File: config.mk
export PLATFORM = sky130hd
export DESIGN_NAME = ic_req_arb
export DESIGN_NICKNAME = d
export VERILOG_FILES = /design/src/rtl/ic_req_arb.sv
export SDC_FILE = /design/constraint.sdc
export NUM_CORES = 1
export LEC_CHECK = 0
export CORE_MARGIN = 10
export CORE_UTILIZATION = 45
export DETAILED_ROUTE_END_ITERATION = 7
export GPL_TIMING_DRIVEN = 0
export PLACE_DENSITY = 0.84
export SYNTH_ARGS = -nofsm -noshare
export SYNTH_HDL_FRONTEND = slang
export SYNTH_SLANG_ARGS = --single-unit
File: constraint.sdc
create_clock -name clk -period 5.6 [get_ports clk]
set_clock_uncertainty 0.15 [all_clocks]
set_input_delay 0.84 -clock clk [delete_from_list [all_inputs] [get_ports clk]]
set_output_delay 0.84 -clock clk [all_outputs]
set_load 0.01 [all_outputs]
File: src/rtl/ic_req_arb.sv
// ic_req_arb: arbitrates the single ICache request port between fetch and
// the prefetcher, tracks in-flight requests in an in-order ID FIFO and routes
// each ICache response back to the requester that issued it. A flush clears
// the valid bit of every in-flight entry so their responses are dropped.
//
// Build option: define IC_ARB_RR_EN for round-robin between fetch and
// prefetch; without it fetch has fixed priority over prefetch.

`ifndef AddrWidth
`define AddrWidth 32
`endif
`ifndef InstWidth
`define InstWidth 32
`endif

module ic_req_arb #(
  parameter int unsigned ADDR  = `AddrWidth,
  parameter int unsigned INST  = `InstWidth,
  parameter int unsigned OUTST = 4
) (
  input  logic            clk,
  input  logic            reset,
  input  logic            flush,
  // fetch request side
  input  logic            fetch_e_,
  input  logic [ADDR-1:0] fetch_pc,
  output logic            fetch_gnt_,
  // prefetch request side
  input  logic            pf_e_,
  input  logic [ADDR-1:0] pf_pc,
  output logic            pf_gnt_,
  // ICache request
  output logic            ic_req_e_,
  output logic [ADDR-1:0] ic_req_pc,
  // ICache response
  input  logic            ic_e_,
  input  logic [ADDR-1:0] ic_pc,
  input  logic [INST-1:0] ic_inst,
  // routed responses
  output logic            fetch_rsp_e_,
  output logic [ADDR-1:0] fetch_rsp_pc,
  output logic [INST-1:0] fetch_rsp_inst,
  output logic            pf_done_e_,
  // status
  output logic            busy,
  output logic            err
);

  localparam int unsigned PW = (OUTST > 1) ? $clog2(OUTST) : 1;
  localparam int unsigned CW = $clog2(OUTST) + 1;
  localparam logic [CW-1:0] FULL_CNT = CW'(OUTST);

  // ID FIFO state: one valid bit and one requester id bit per slot
  logic [OUTST-1:0] vld_q, vld_d;
  logic [OUTST-1:0] id_q, id_d;
  logic [PW-1:0]    wr_ptr_q, wr_ptr_d;
  logic [PW-1:0]    rd_ptr_q, rd_ptr_d;
  logic [CW-1:0]    cnt_q, cnt_d;

  // registered outputs
  logic             ic_req_e_q, ic_req_e_d;
  logic [ADDR-1:0]  ic_req_pc_q, ic_req_pc_d;
  logic             fetch_rsp_e_q, fetch_rsp_e_d;
  logic [ADDR-1:0]  fetch_rsp_pc_q, fetch_rsp_pc_d;
  logic [INST-1:0]  fetch_rsp_inst_q, fetch_rsp_inst_d;
  logic             pf_done_e_q, pf_done_e_d;
  logic             busy_q, busy_d;
  logic             err_q, err_d;

  // arbitration / handshake terms
  logic fetch_req;
  logic pf_req;
  logic pop;
  logic can_grant;
  logic gnt_f;
  logic gnt_p;
  logic push;
  logic pop_vld;
  logic pop_id;
  logic deliver;

`ifdef IC_ARB_RR_EN
  logic both_req;
  logic pf_turn_q, pf_turn_d;
`endif

  // Grant decision: combinational, at most one grant, blocked by flush or full FIFO
  always_comb begin
    fetch_req = ~fetch_e_;
    pf_req    = ~pf_e_;
    pop       = ~ic_e_ & (cnt_q != '0);
    // a popping response frees a slot in the same cycle
    can_grant = ~reset & ~flush & ((cnt_q < FULL_CNT) | pop);
`ifdef IC_ARB_RR_EN
    both_req  = fetch_req & pf_req;
    gnt_f     = can_grant & fetch_req & ~(both_req & pf_turn_q);
    pf_turn_d = pf_turn_q ^ (both_req & can_grant);
`else
    gnt_f     = can_grant & fetch_req;
`endif
    gnt_p     = can_grant & pf_req & ~gnt_f;
    push      = gnt_f | gnt_p;
  end

  assign fetch_gnt_ = ~gnt_f;
  assign pf_gnt_    = ~gnt_p;

  // ID FIFO update: pop, then flush invalidation, then push of the new grant
  always_comb begin
    vld_d    = vld_q;
    id_d     = id_q;
    wr_ptr_d = wr_ptr_q;
    rd_ptr_d = rd_ptr_q;
    pop_vld  = vld_q[rd_ptr_q];
    pop_id   = id_q[rd_ptr_q];
    if (pop) begin
      vld_d[rd_ptr_q] = 1'b0;
      rd_ptr_d        = rd_ptr_q + PW'(1);
    end
    // pointers are kept so in-order responses still line up with their slots
    if (flush) begin
      vld_d = '0;
    end
    // when full, a push lands in the slot the pop just freed
    if (push) begin
      vld_d[wr_ptr_q] = 1'b1;
      id_d[wr_ptr_q]  = gnt_p;
      wr_ptr_d        = wr_ptr_q + PW'(1);
    end
    cnt_d = cnt_q + CW'(push) - CW'(pop);
  end

  // Next values of the request, response and status outputs
  always_comb begin
    ic_req_e_d       = ~push;
    ic_req_pc_d      = ic_req_pc_q;
    fetch_rsp_pc_d   = fetch_rsp_pc_q;
    fetch_rsp_inst_d = fetch_rsp_inst_q;
    if (gnt_f) begin
      ic_req_pc_d = fetch_pc;
    end else if (gnt_p) begin
      ic_req_pc_d = pf_pc;
    end
    // stale (flushed) entries and responses in a flush cycle are swallowed
    deliver       = pop & pop_vld & ~flush;
    fetch_rsp_e_d = ~(deliver & ~pop_id);
    pf_done_e_d   = ~(deliver & pop_id);
    if (deliver & ~pop_id) begin
      fetch_rsp_pc_d   = ic_pc;
      fetch_rsp_inst_d = ic_inst;
    end
    err_d  = err_q | (~ic_e_ & (cnt_q == '0));
    busy_d = |vld_d;
  end

  // State registers
  always_ff @(posedge clk or posedge reset) begin
    if (reset) begin
      vld_q            <= '0;
      id_q             <= '0;
      wr_ptr_q         <= '0;
      rd_ptr_q         <= '0;
      cnt_q            <= '0;
      ic_req_e_q       <= 1'b1;
      ic_req_pc_q      <= '0;
      fetch_rsp_e_q    <= 1'b1;
      fetch_rsp_pc_q   <= '0;
      fetch_rsp_inst_q <= '0;
      pf_done_e_q      <= 1'b1;
      busy_q           <= 1'b0;
      err_q            <= 1'b0;
    end else begin
      vld_q            <= vld_d;
      id_q             <= id_d;
      wr_ptr_q         <= wr_ptr_d;
      rd_ptr_q         <= rd_ptr_d;
      cnt_q            <= cnt_d;
      ic_req_e_q       <= ic_req_e_d;
      ic_req_pc_q      <= ic_req_pc_d;
      fetch_rsp_e_q    <= fetch_rsp_e_d;
      fetch_rsp_pc_q   <= fetch_rsp_pc_d;
      fetch_rsp_inst_q <= fetch_rsp_inst_d;
      pf_done_e_q      <= pf_done_e_d;
      busy_q           <= busy_d;
      err_q            <= err_d;
    end
  end

`ifdef IC_ARB_RR_EN
  // Round-robin turn bit; reset favours fetch
  always_ff @(posedge clk or posedge reset) begin
    if (reset) begin
      pf_turn_q <= 1'b0;
    end else begin
      pf_turn_q <= pf_turn_d;
    end
  end
`endif

  assign ic_req_e_      = ic_req_e_q;
  assign ic_req_pc      = ic_req_pc_q;
  assign fetch_rsp_e_   = fetch_rsp_e_q;
  assign fetch_rsp_pc   = fetch_rsp_pc_q;
  assign fetch_rsp_inst = fetch_rsp_inst_q;
  assign pf_done_e_     = pf_done_e_q;
  assign busy           = busy_q;
  assign err            = err_q;

endmodule
==> reports/results.tsv <==
metric	value	unit
dp.cells	735	
routed_wl	16500	µm
multiInputGateArea	1930	µm²
synth_cell_type_count	28	
p_per_area	500	nW/µm²
synth_top_area_cell	dfrtp_1	
arrival	2.86	ns
seqPwrFrac	33.5	%
status	finished clean	
portBuffers	236	
cts-htree-levels	4	
relSlewSlack	52.0	%
min_path_type	reg -> reg	
pre_cts_slack	1.75	ns
reg2reg_depth	10	
critPathCaptureType	output pin	
mostFrequentLayoutCell	clkdlybuf4s50_1	
cp.required	4.61	ns
setup_slack	1.75	ns
diodes	0	
clkTransAtPathRegs	0.05	ns
syn_inst	358	
cts_setup_buffers	0	
fin_hold_ws	0.327	ns
cap_violations	0	
critPathKind	in -> out	
min_path_cells	2	
place.detailed.hpwl	12600	µm
netlist_area	5080	µm²
period_minus_slack	3.85	ns
drc	0	
viasPerCell	4.98	
fin_cells	766	
layout_common_cells	clkdlybuf4s50_1 (236), dfrtp_1 (113), mux2_4 (49), nand2_1 (38), o21ai_0 (34)	
worst_slew_pin_slew	0.718	ns
io_pins	237	
cts.sinks	116	
slowest_stage	nor3b_1	
clkLatencyLatePin	0.42	ns
ant_nets	0	
fmaxAchievable	259	MHz
synthTopCellsByArea	dfrtp_1 (56%), mux2_4 (14%), mux2i_1 (6.3%), o21ai_0 (3.3%), mux2_2 (3.3%)	
path_common_cell	clkdlybuf4s50_1	
synth_warnings	0	
r2r_setup_slack	2.77	ns
avgSynthCellArea	14.2	µm²
cts_resized	0	
p_clk_share	28.6	%
antenna_found_initial	0	
cts_made_buffers	17	
vdd_drop_max	296	µV
ys_ff_latch	116	
synth-edff-count	0	
grt_pass1_wl	25700	µm
startpoint	ic_e_	
via_count	3813	
fp.dieW	126	µm
combPwrFrac	37.9	%
grt_usage	20.8	%
drtIter0Drc	224	
synth.top_cell.area_share	55.7	%
worst_path_largest_cell_delay	0.62	ns
start_util	46.5	%
seq_area_frac_synth	57.2	%
reg2reg_to	cnt_q[2]	
syn_nets	502	
overflow	0	
nets	758	
p_leak	3.60	nW
syn_to_final_growth	63.3	%
crit_chain	clkdlybuf4s50_1 > a211o_1 > nor3b_1 > inv_1 > clkdlybuf4s50_1	
grt_max_degree	68	
std_cell_rows	38	
rsz0062_at_grt	no	
async_reset_ff_share	100	%
dieHeight	126	µm
final.period_utilization	68.8	%
switchingPower	0.00118	W
switching_share	28.4	%
final-setup-viol-count	0	
cp-start-kind	input port	
core	10900	µm²
wl_per_cell	21.5	µm
dr.pass1.iters	4	
first_global_vias	4284	
timing.rr.start	cnt_q[2]	
total_power	0.00415	W
drive_gt1_share	18.5	%
slew_viol_final	0	
die_area	15900	µm²
synth-main-ff-cell	dfrtp_1	
cts_hold_buf	0	
critPathMaxFanout	5	
root_buffer	clkbuf_16	
regArea	2910	µm²
endpoint	pf_gnt_	
hold_viol	0	
nFillCells	706	
postLayoutCoreUtil	75.9	%
place_congestion	0.817	
cts_tree	done	
p_int	0.00297	W
clk_path_buf_depth	2	
-- worst min-delay path by stage --
stage                              from       endpoint  slack (ns)
after floorplan                 id_q[2]        id_q[2]        0.31
after global placement              err            err        0.31
after detailed placement            err            err        0.31
after CTS                           err            err        0.33
after global routing                err            err        0.35
final                     ic_req_pc[12]  ic_req_pc[12]        0.33
-- logic make-up after synthesis --
| group | synth area share, % |
|---|---|
| simple gates | 4.36 |
| compound gates | 5.24 |
| fa+ha+maj | 2.61 |
| flops | 57.2 |
| mux | 25.0 |
| xor+xnor | 0.862 |
| buf+inv | 4.73 |
-- worst max-delay path: cells and delay by family --
family          cells  cell delay [ns]
compound gates      1             0.35
buf+inv             3             1.05
simple gates        1             0.62
-- state kept, by name (all words and copies together) (netlist names) --
| name | flops |
|---|---|
| busy | 1 |
| cnt_q | 3 |
| err | 1 |
| fetch_rsp_e_ | 1 |
| fetch_rsp_inst | 32 |
| fetch_rsp_pc | 32 |
| ic_req_e_ | 1 |
| ic_req_pc | 32 |
| id_q | 4 |
| pf_done_e_ | 1 |
| rd_ptr_q | 2 |
| vld_q | 4 |
| wr_ptr_q | 2 |
-- final cells by class --
type	instances	share of cell area, %
flip-flops and latches	116	35.0
repair buffers	237	28.8
multi-input cells	209	23.3
clock buffers	21	5.67
plain buffers	20	2.31
clock inverters	10	2.14
well taps	140	2.11
inverters	13	0.618
-- power by group through the flow --
stage	Clock (W)	Combinational [W]	Sequential (W)
final	0.00119	0.00157	0.00139
after global routing	0.00124	0.00168	0.00144
after global placement	0	0.00154	0.00137
after CTS	0.00120	0.00160	0.00139
after detailed placement	0	0.00158	0.00140
after floorplan	0	0.000559	0.00151
-- through the flow --
stage / TNS, ns / cell area (µm²)
global placement: -6.09 / 7620
detailed placement: 0 / 7650
finish: 0 / 8300
CTS: 0 / 8300
global route: 0 / 8300
floorplan: 0 / 5080
-- routing by layer --
metal  share of wire [%]  global-route usage [%]  vias up  routed length [µm]
met2                  52                    35.1      174                8490
met1                  39                    23.6     1870                6440
met3                 7.9                    7.76       17                1300
met5                   0                       0        -                   0
met4                 1.5                    7.37        0                 243
li1                    -                       -     1752                   -
-- synthesized netlist by cell type, drive strengths merged (2+ instances only) --
cell	count
clkbuf	7
dfrtp	113
ha	9
buf	13
mux2i	32
a32o	4
a22o	4
inv	13
mux4	2
nor2	2
dfstp	3
mux2	64
o21ai	34
xnor2	5
nand4	2
nand3	4
and2	2
nand2	38
No activity file was read; power rests on OpenSTA's default activity.
